`config.mk`:
```
export PLATFORM = sky130hd
export DESIGN_NAME = simple_bus_master
export DESIGN_NICKNAME = d
export VERILOG_FILES = /design/src/rtl/simple_bus_pkg.sv /design/src/rtl/simple_bus_fifo.sv /design/src/rtl/simple_bus_master.sv
export SDC_FILE = /design/constraint.sdc
export NUM_CORES = 1
export LEC_CHECK = 0
export ABC_AREA = 1
export ABC_CLOCK_PERIOD_IN_PS = 8550
export CORE_AREA = 2 2 241 243
export DETAILED_ROUTE_END_ITERATION = 7
export DIE_AREA = 0 0 243 245
export RECOVER_POWER = 25
export SLEW_MARGIN = 30
export SYNTH_ARGS = -nofsm -noshare
export SYNTH_HDL_FRONTEND = slang
export SYNTH_HIERARCHICAL = 1
export SYNTH_SLANG_ARGS = --single-unit
```
`constraint.sdc`:
```
create_clock -name clk_i -period 8.55 [get_ports clk_i]
set_input_delay 1.2825 -clock clk_i [delete_from_list [all_inputs] [get_ports clk_i]]
set_output_delay 1.2825 -clock clk_i [all_outputs]
set_load 0.02 [all_outputs]
```
`src/rtl/simple_bus_pkg.sv`:
```
// Shared types and defaults for the simple bus master and its write buffer.
package simple_bus_pkg;

  localparam int DEFAULT_WBUF_DEPTH = 16;
  localparam int DEFAULT_TIMEOUT    = 255;

  typedef enum logic [2:0] {
    ST_IDLE,
    ST_REQ,
    ST_BEGIN,
    ST_WRITE,
    ST_READ,
    ST_DONE
  } state_e;

  typedef struct packed {
    logic [31:0] addr;
    logic        rnw;
    logic [7:0]  burst;
    logic [3:0]  be;
  } cmd_t;

endpackage

```
`src/rtl/simple_bus_fifo.sv`:
```
// Write buffer: synchronous FIFO with single-word pop and a bulk drop used
// to discard the unsent tail of an aborted burst.
module simple_bus_fifo #(
  parameter int DEPTH = 16
) (
  input  logic                     clk_i,
  input  logic                     rst_i,
  input  logic                     push_i,
  input  logic [31:0]              wdata_i,
  input  logic                     pop_i,
  input  logic                     drop_i,
  input  logic [$clog2(DEPTH):0]   drop_n_i,
  output logic [31:0]              rdata_o,
  output logic                     full_o,
  output logic                     empty_o,
  output logic [$clog2(DEPTH):0]   count_o
);
  localparam int AW = $clog2(DEPTH);
  localparam int CW = AW + 1;

  logic [31:0]   mem_q [DEPTH];
  logic [AW-1:0] wr_ptr_q, rd_ptr_q;
  logic [CW-1:0] cnt_q, rd_amt;
  logic          do_push;

  assign full_o  = (cnt_q == CW'(DEPTH));
  assign empty_o = (cnt_q == '0);
  assign count_o = cnt_q;
  assign rdata_o = mem_q[rd_ptr_q];
  assign do_push = push_i && !full_o;

  always_comb begin
    rd_amt = '0;
    if (drop_i)                rd_amt = (drop_n_i > cnt_q) ? cnt_q : drop_n_i;
    else if (pop_i && !empty_o) rd_amt = CW'(1);
  end

  always_ff @(posedge clk_i) begin
    if (do_push) mem_q[wr_ptr_q] <= wdata_i;
  end

  // Pointers are AW bits wide, so wrap modulo DEPTH falls out of the add.
  always_ff @(posedge clk_i or negedge rst_i) begin
    if (!rst_i) begin
      wr_ptr_q <= '0;
      rd_ptr_q <= '0;
      cnt_q    <= '0;
    end else begin
      if (do_push) wr_ptr_q <= wr_ptr_q + AW'(1);
      rd_ptr_q <= rd_ptr_q + AW'(rd_amt);
      cnt_q    <= cnt_q + CW'(do_push) - rd_amt;
    end
  end

endmodule

```
`src/rtl/simple_bus_master.sv`:
```
// Burst bus master: buffers write data, arbitrates for a wired-OR bus and
// runs one read or write burst per command, reporting done/error.
module simple_bus_master
  import simple_bus_pkg::*;
#(
  parameter int WBUF_DEPTH = DEFAULT_WBUF_DEPTH,
  parameter int TIMEOUT    = DEFAULT_TIMEOUT
) (
  input  logic        clk_i,
  input  logic        rst_i,
  input  logic        cmd_valid_i,
  output logic        cmd_ready_o,
  input  logic [31:0] cmd_addr_i,
  input  logic        cmd_readNWrite_i,
  input  logic [7:0]  cmd_burstSize_i,
  input  logic [3:0]  cmd_byteEnables_i,
  input  logic [31:0] wr_data_i,
  input  logic        wr_valid_i,
  output logic        wr_ready_o,
  output logic [31:0] rd_data_o,
  output logic        rd_valid_o,
  output logic        done_o,
  output logic        error_o,
  output logic        bus_request_o,
  input  logic        bus_grant_i,
  output logic [31:0] bus_addrData_o,
  output logic [3:0]  bus_byteEnables_o,
  output logic [7:0]  bus_burstSize_o,
  output logic        bus_readNWrite_o,
  output logic        bus_beginTransaction_o,
  output logic        bus_endTransaction_o,
  output logic        bus_dataValid_o,
  input  logic [31:0] bus_addrData_i,
  input  logic        bus_endTransaction_i,
  input  logic        bus_dataValid_i,
  input  logic        bus_busy_i,
  input  logic        bus_error_i
);
  localparam int CW = $clog2(WBUF_DEPTH) + 1;

  state_e        state_q;
  cmd_t          cmd_q;
  logic          pending_q, err_q;
  logic [7:0]    beat_q, idle_q;
  logic [CW-1:0] fifo_cnt, drop_n;
  logic [31:0]   fifo_rdata;
  logic          fifo_full, fifo_empty, fifo_pop, fifo_drop;
  logic          in_begin, in_write, in_read;
  logic          last_beat, timeout_hit, words_ready, wr_abort, oversize;
  logic [8:0]    unsent;

  assign in_begin    = (state_q == ST_BEGIN);
  assign in_write    = (state_q == ST_WRITE);
  assign in_read     = (state_q == ST_READ);
  assign last_beat   = (beat_q == cmd_q.burst);
  assign timeout_hit = (idle_q == 8'(TIMEOUT - 1));
  assign words_ready = 32'(fifo_cnt) >= 32'(cmd_q.burst) + 32'd1;
  assign oversize    = 32'(cmd_burstSize_i) > 32'(WBUF_DEPTH - 1);
  assign wr_abort    = bus_error_i || (bus_busy_i && timeout_hit);

  // Beats not yet accepted by the slave, including the one on the bus now.
  assign unsent    = {1'b0, cmd_q.burst} - {1'b0, beat_q} + 9'd1;
  assign drop_n    = CW'(unsent);
  assign fifo_pop  = in_write && !bus_busy_i && !bus_error_i && !fifo_empty;
  assign fifo_drop = in_write && wr_abort;

  simple_bus_fifo #(.DEPTH(WBUF_DEPTH)) u_wbuf (
    .clk_i    (clk_i),
    .rst_i    (rst_i),
    .push_i   (wr_valid_i),
    .wdata_i  (wr_data_i),
    .pop_i    (fifo_pop),
    .drop_i   (fifo_drop),
    .drop_n_i (drop_n),
    .rdata_o  (fifo_rdata),
    .full_o   (fifo_full),
    .empty_o  (fifo_empty),
    .count_o  (fifo_cnt)
  );

  assign cmd_ready_o   = (state_q == ST_IDLE) && !pending_q;
  assign wr_ready_o    = !fifo_full;
  assign done_o        = (state_q == ST_DONE);
  assign error_o       = done_o && err_q;
  assign bus_request_o = (state_q == ST_REQ) || in_begin || in_write || in_read;
  assign rd_valid_o    = in_read && bus_dataValid_i;
  assign rd_data_o     = rd_valid_o ? bus_addrData_i : '0;

  // Everything driven onto the shared bus is zero outside our own tenure.
  assign bus_beginTransaction_o = in_begin;
  assign bus_addrData_o         = in_begin ? cmd_q.addr : (in_write ? fifo_rdata : '0);
  assign bus_byteEnables_o      = in_begin ? cmd_q.be    : '0;
  assign bus_burstSize_o        = in_begin ? cmd_q.burst : '0;
  assign bus_readNWrite_o       = in_begin && cmd_q.rnw;
  assign bus_dataValid_o        = in_write;
  assign bus_endTransaction_o   = in_write && last_beat;

  always_ff @(posedge clk_i or negedge rst_i) begin
    if (!rst_i) begin
      state_q   <= ST_IDLE;
      cmd_q     <= '0;
      pending_q <= 1'b0;
      err_q     <= 1'b0;
      beat_q    <= '0;
      idle_q    <= '0;
    end else begin
      case (state_q)
        ST_IDLE: begin
          if (cmd_valid_i && cmd_ready_o) begin
            cmd_q <= '{addr: cmd_addr_i, rnw: cmd_readNWrite_i,
                       burst: cmd_burstSize_i, be: cmd_byteEnables_i};
            err_q <= 1'b0;
            if (cmd_readNWrite_i) state_q <= ST_REQ;
            else if (oversize) begin
              err_q   <= 1'b1;
              state_q <= ST_DONE;
            end else pending_q <= 1'b1;
          end else if (pending_q && words_ready) begin
            pending_q <= 1'b0;
            state_q   <= ST_REQ;
          end
        end
        ST_REQ: begin
          beat_q <= '0;
          idle_q <= '0;
          if (bus_grant_i) state_q <= ST_BEGIN;
        end
        ST_BEGIN: begin
          if (bus_error_i) begin
            err_q   <= 1'b1;
            state_q <= ST_DONE;
          end else begin
            idle_q  <= idle_q + 8'd1;
            state_q <= cmd_q.rnw ? ST_READ : ST_WRITE;
          end
        end
        ST_WRITE: begin
          if (wr_abort) begin
            err_q   <= 1'b1;
            state_q <= ST_DONE;
          end else if (!bus_busy_i) begin
            idle_q <= '0;
            beat_q <= beat_q + 8'd1;
            if (last_beat) state_q <= ST_DONE;
          end else idle_q <= idle_q + 8'd1;
        end
        ST_READ: begin
          if (bus_error_i || (!bus_dataValid_i && !bus_endTransaction_i && timeout_hit)) begin
            err_q   <= 1'b1;
            state_q <= ST_DONE;
          end else if (bus_endTransaction_i) begin
            err_q   <= err_q || !bus_dataValid_i || !last_beat;
            state_q <= ST_DONE;
          end else if (bus_dataValid_i) begin
            idle_q <= '0;
            beat_q <= beat_q + 8'd1;
            if (last_beat) err_q <= 1'b1;  // slave ran past the burst length
          end else idle_q <= idle_q + 8'd1;
        end
        ST_DONE:  state_q <= ST_IDLE;
        default:  state_q <= ST_IDLE;
      endcase
    end
  end

endmodule
```
Word-level counts from Yosys, hierarchy flattened
Memory sizes are Yosys's and may differ from the RTL's.
Cells that the tools add are included.
Storage, ports and cells
  latch bits: 0
  output and inout port bits: 86
  memory bits (read-only): 0
  logic and storage cells: 145
  register bits after elaboration: 79
  memories: 1
  RAM bits: 512
Memory list
  u_wbuf.mem_q: depth 16, width 32, read ports 1, clocked after Yosys merged registers in 0, write ports 1, line simple_bus_fifo.sv:21  | logic [31:0] mem_q [DEPTH];
Cells by class
  div/mod/pow operators: 0
  shift operators: 0
  multipliers: 0
  reduce and logical (&&, ||, !) cells: 43
  equal/unequal tests: 27
  mux-type cells: 50
  $add $sub $neg: 9
  bitwise logic cells: 0
  order comparisons: 3
Operator list (count)
  32-bit 2-to-1 mux: 3
  8-bit 2-to-1 mux: 12
  3-bit 2-to-1 mux: 12
  8-bit case mux with 4 select lines: 1
  8-bit case mux with 3 select lines: 1
  2-bit inequality test, second input constant: 10
  6-bit AND reduction: 3
  8-bit by 1-bit adder with 8-bit output, second input constant: 2
  1-bit logical AND: 16
  1-bit 2-to-1 mux: 16
  3-bit case mux with 5 select lines: 1
  5-bit 2-to-1 mux: 2
  5-bit subtractor: 2
  8-bit by 1-bit adder with 9-bit output, second input constant: 1
  5-bit by 9-bit greater-or-equal comparator with 1-bit output: 1
  8-bit == test: 1
  8-bit == test, second input constant: 1
  8-bit by 4-bit > comparator with 1-bit output, second input constant: 1
  1-bit zero test: 8
  4-bit nonzero test: 2
  1-bit logical OR: 7
  3-bit by 2-bit == test with 1-bit output, second input constant: 2
  3-bit == test, second input constant: 2
  3-bit by 1-bit inequality test with 1-bit output, second input constant: 2
  other kinds (21): 23

Logic depth before layout (Yosys ltp)
  word-level depth: 8
  gate-level depth with buffers: 26
  mapped depth without buffers: 26

By module
Netlist, hierarchy kept.
Modules (own cells, without submodules)
  simple_bus_fifo: cells an instance 1539, area an instance 20887.5 sq um, sequential area each 15700.1 sq um, instances 1
  simple_bus_master: cells an instance 656, area an instance 4448.0 sq um, sequential area each 1651.6 sq um, instances 1

Least setup slack after synthesis
OpenSTA, ideal clock, no wires.
  path type: flip-flop to flip-flop
  start point: reg cmd_q[5] (netlist bit)
  end point: reg u_wbuf.cnt_q[4] (netlist: u_wbuf/count_o[4])
  arrival: 3.826 ns
  stages on the path, launching flop included: 25
  path slack: 4.606 ns
  period minus slack after synthesis: 3.944 ns
  buffers on the path: 0
  library setup time: 0.118 ns
  cell sequence: dfrtp_1 > inv_1 > ha_1 > inv_1 > ha_1 > inv_1 > fa_1 > xnor2_1 > ha_1 > nand2_1 > nor2_1 > nand2_1 > nand3_1 > nand2_1 > inv_1 > nor2_1 > nor2_1 > inv_1 > ha_1 > fa_1 > nand3_1 > nand2_1 > or2_2 > nand4_1 > nand2_1
Between the ends
  longest elaborated chain between the ends: 6
RTL lines
  start, declared: line simple_bus_master.sv:42  | cmd_t cmd_q;
  start signal, assigned: line simple_bus_master.sv:110  | cmd_q <= '{addr: cmd_addr_i, rnw: cmd_readNWrite_i,
  5-bit subtractor (*): line simple_bus_master.sv:62  | assign unsent = {1'b0, cmd_q.burst} - {1'b0, beat_q} + 9'd1;
  5-bit by 1-bit adder with 5-bit output (*): line simple_bus_master.sv:62
  net unsent[3]: line simple_bus_master.sv:50  | logic [8:0] unsent;
  5-bit > comparator: line simple_bus_fifo.sv:34  | if (drop_i) rd_amt = (drop_n_i > cnt_q) ? cnt_q : drop_n_i;
  5-bit 2-to-1 mux (*) (2 in a row): line simple_bus_fifo.sv:34
  5-bit subtractor (*): line simple_bus_fifo.sv:51  | cnt_q <= cnt_q + CW'(do_push) - rd_amt;
  end signal, assigned: line simple_bus_fifo.sv:51
  end, declared: line simple_bus_fifo.sv:23  | logic [CW-1:0] cnt_q, rd_amt;
The timed path passes the listed nets; every way through them passes the cells marked *.
A chain may end at the register's enable or synchronous reset.

Worst setup path after layout
  start point: reg u_wbuf.rd_ptr_q[0]
  end point: out bus_addrData_o[13]
Between the ends
  longest elaborated chain between the ends: 3
RTL lines
  start, declared: line simple_bus_fifo.sv:22  | logic [AW-1:0] wr_ptr_q, rd_ptr_q;
  start signal, assigned: line simple_bus_fifo.sv:50  | rd_ptr_q <= rd_ptr_q + AW'(rd_amt);
  memory 16 x 32 bit
  net fifo_rdata[13]: line simple_bus_master.sv:46  | logic [31:0] fifo_rdata;
  32-bit 2-to-1 mux (2 in a row): line simple_bus_master.sv:91  | assign bus_addrData_o = in_begin ? cmd_q.addr : (in_write ? fifo_rdata : '0);
  end, declared: line simple_bus_master.sv:26  | output logic [31:0] bus_addrData_o,
The timed path passes the listed nets, and every way through them passes these cells.

==> flow_metrics.env <==
export IMPL_r2r_setup_slack_ns=4.06
export IMPL_r2r_start="cmd_q[5]"
export IMPL_grt_pass1_vias=16934
export IMPL_drive_above_1_share=0.0713
export IMPL_period_share=0.673
export IMPL_multi_input_area_um2=6920
export IMPL_yosys_register_bits=591
export IMPL_synth_compound_area_share=0.124
export IMPL_hold_start="beat_q[3]"
export IMPL_path_class="reg -> out"
export IMPL_seqPwrFrac=0.375
export IMPL_r2r_end="u_wbuf/count_o[4]"
export IMPL_reg2regPathDepth=24
export IMPL_internal_power_mw=6.22
export IMPL_yosys_area_share_simple=0.118
export IMPL_drv_slew=0
export IMPL_die_y_um=245
export IMPL_portBuffers=203
export IMPL_grt_pass1_wl_um=105000
export IMPL_grt_util_met3=0.0437
export IMPL_syn_area_um2=25300
export IMPL_avgSynthCellArea_um2=11.5
export IMPL_max_freq_ghz=0.174
export IMPL_hold_path_endpoint="beat_q[3]"
export IMPL_synth_distinct_cells=40
export IMPL_core_area_um2=57000
export IMPL_clock_power_share=0.263
export IMPL_ioPinCount=204
export IMPL_cts_sinks=591
export IMPL_yosys_top_cells_area="edfxtp_1 61%, dfrtp_1 7.8%, nor2_1 5.7%"
export IMPL_numCtsBuffers=60
export IMPL_start_kind="register"
export IMPL_initial_core_util=0.444
export IMPL_crit_required_ns=7.27
export IMPL_die_area_um2=59500
export IMPL_grt_busiest_layer="met2"
export IMPL_grt_use_total=0.233
export IMPL_fin_tns_setup_ns=0
export IMPL_dr_pass1_iters=7
export IMPL_drc=0
export IMPL_finalNetCount=2520
export IMPL_cp_cell_sequence="buf_4 -> buf_4 -> o21ai_0 -> o211ai_1 -> o211ai_1 -> nand2_1 -> nand2_1 -> o21ai_0 -> clkdlybuf4s50_1"
export IMPL_postCtsSetupBuffers=0
export IMPL_synth_mux_area_frac=0
export IMPL_cp_data_arrival_time_ns=4.47
export IMPL_postCtsHoldBufs=0
export IMPL_hold_path_class="reg -> reg"
export IMPL_skew_ns=0.0127
export IMPL_synth_top_family_by_area="compound AO/OA/AOI/OAI gates"
export IMPL_root_buffer="clkbuf_16"
export IMPL_synth_xor_area_share=0.00657
export IMPL_regArea_um2=17400
export IMPL_cellPowerDensity_nw_per_um2=335
export IMPL_slowest_stage="dfrtp_4"
export IMPL_crit_path_max_fanout=84
export IMPL_peakVddDrop_mv=0.191
export IMPL_yosys_area_top_type="edfxtp_1"
export IMPL_final_min_clock_period_ns=5.75
export IMPL_synth_top_area_frac=0.607
export IMPL_placementRows=88
export IMPL_cts_resized=0
export IMPL_max_stage_delay_ns=0.80
export IMPL_cts_tree="yes"
export IMPL_p_sw_mw=3.87
export IMPL_drv_cap=0
export IMPL_detail_route_antenna_nets=0
export IMPL_mappedNetlistNets=2352
export IMPL_slew_headroom=0.232
export IMPL_post_dp_hpwl_um=39200
export IMPL_yosys_warnings=6
export IMPL_clk_insertion_delay_late_ns=0.61
export IMPL_status="complete, no violations"
export IMPL_totalWireLength_um=70900
export IMPL_die_w_um=243
export IMPL_setup_violations_final=0
export IMPL_vias=17787
export IMPL_ys_seq_area_frac=0.685
export IMPL_leakagePower_nw=10.6
export IMPL_worstMarginPinSlew_ns=1.15
export IMPL_drt_iter0_markers=1670
export IMPL_gp_congestion=0.953
export IMPL_syn_to_final_growth_pct=18.7
export IMPL_grt_use_met1=0.304
export IMPL_power_frac_comb=0.362
export IMPL_grt_max_degree=138
export IMPL_synth_fa_ha_area_frac=0.0201
export IMPL_gr_usage_met2=0.394
export IMPL_syn_inst=2195
export IMPL_netSwitchingFraction=0.384
export IMPL_rsz0062_at_grt="false"
export IMPL_clkTransAtPathRegs_ns=0.06
export IMPL_htree_levels=2
export IMPL_final_hold_violation_count=0
export IMPL_grt_overflow=0
export IMPL_post_drt_wl_per_cell_um=22.3
export IMPL_fin_hold_ws_ns=0.504
export IMPL_fillCellCount=4906
export IMPL_antenna_found_initial=8
export IMPL_end_kind="output pin"
export IMPL_vias_per_cell=5.60
export IMPL_holdPathStages=2
export IMPL_cts_buffer_depth=3
sequential cells by signal, indices dropped and copies added (netlist names):
name and cells:
err_q 1, pending_q 1, cmd_q 45, u_wbuf/count_o 5
u_wbuf/wr_ptr_q 4, u_wbuf/rd_ptr_q 4, idle_q 8, beat_q 8
state_q 3, u_wbuf/mem_q 512
placed cells by master, fill, tap and decap left out, drive strengths merged, types with 20 or more instances in the layout:
master         count
edfxtp           512
nor2             390
o21ai            353
nand2            253
clkdlybuf4s50    182
inv              154
dfrtp             79
nand3             79
clkbuf            70
o221ai            66
o211ai            63
ha                36
o22ai             31
buf               30
clkinv            30
dlygate4sd3       20
per-layer routing:
layer / wire [µm] / share of wire / vias to the layer above
met3: 5120 / 0.072 / 139
li1: - / - / 8149
met5: 55 / 0.00078 / -
met1: 29800 / 0.42 / 8811
met4: 2170 / 0.031 / 8
met2: 33700 / 0.48 / 680
kinds of logic (layout without fill, tap and decap cells):
| kind of cell | Yosys count | count (layout) |
|---|---|---|
| flops | 591 | 591 |
| fa+ha+maj | 39 | 39 |
| simple gates | 737 | 737 |
| buf+inv | 280 | 497 |
| other cells | 0 | 2 |
| compound gates | 529 | 529 |
| xor+xnor | 19 | 19 |
worst max-delay path, delay by kind of cell (launching register included):
kind | cells | cell delay, ns
and+or+nand+nor | 2 | 0.26
DFF | 1 | 0.80
AOI/OAI and AO/OA | 4 | 0.66
buffers and inverters | 3 | 2.05
cells in the mapped netlist:
library cell	n
a21oi_1	12
a21oi_2	1
a22oi_1	1
buf_1	4
buf_2	47
buf_4	6
buf_6	6
clkbuf_1	64
clkinv_2	1
dfrtp_1	79
edfxtp_1	512
fa_1	3
ha_1	36
inv_1	142
inv_2	10
nand2_1	248
nand2_2	4
nand2_4	1
nand3_1	75
nand3_2	2
nand3_4	2
nand3b_1	2
nand4_1	7
nand4_2	1
nor2_1	384
nor2_2	3
nor2_4	3
nor3_1	2
nor4_1	2
o211ai_1	63
o21ai_0	230
o21ai_1	114
o21ai_2	9
o21bai_1	1
o221ai_1	66
o22ai_1	31
o31ai_1	1
or2_2	1
xnor2_1	6
xor2_1	13
power by group through the flow:
| stage | Clock (mW) | Combinational, mW | Sequential (mW) |
|---|---|---|---|
| after detailed placement | 0 | 3.63 | 3.83 |
| after global routing | 2.82 | 4.01 | 3.81 |
| after global placement | 0 | 3.54 | 3.82 |
| after floorplan | 0 | 2.48 | 3.69 |
| final | 2.65 | 3.65 | 3.78 |
| after CTS | 2.70 | 3.64 | 3.78 |
metrics by stage:
step	instances	setup slack (ns)	total power [mW]	utilization	area [µm²]
after floorplan	2195	4.61	6.17	-	25300
after global placement	3066	3.51	7.36	0.493	28100
after detailed placement	3066	3.46	7.46	0.493	28100
after CTS	3177	2.80	10.1	0.528	30100
after global routing	3178	2.53	10.6	0.527	30100
final	3179	2.80	10.1	0.527	30100
how the worst max path moves through the flow:
stage | start | endpoint | slack [ns] | depth (start not counted)
floorplan | cmd_q[5] | u_wbuf/count_o[4] | 4.61 | 24
global placement | u_wbuf/rd_ptr_q[0] | bus_addrData_o[1] | 3.51 | 9
detailed placement | u_wbuf/rd_ptr_q[0] | bus_addrData_o[13] | 3.46 | 9
CTS | u_wbuf/rd_ptr_q[0] | bus_addrData_o[13] | 2.80 | 9
global route | u_wbuf/rd_ptr_q[0] | bus_addrData_o[13] | 2.53 | 9
finish | u_wbuf/rd_ptr_q[0] | bus_addrData_o[13] | 2.80 | 9
final cells by class:
cell class,count,area share
tap,765,0.0318
multi-input combinational,1324,0.230
clock inverter,42,0.0142
antenna,2,0.000166
timing repair buffer,233,0.0752
sequential,591,0.577
clock buffer,69,0.0517
inverter,153,0.0194
(Power assumes the default switching activity.)
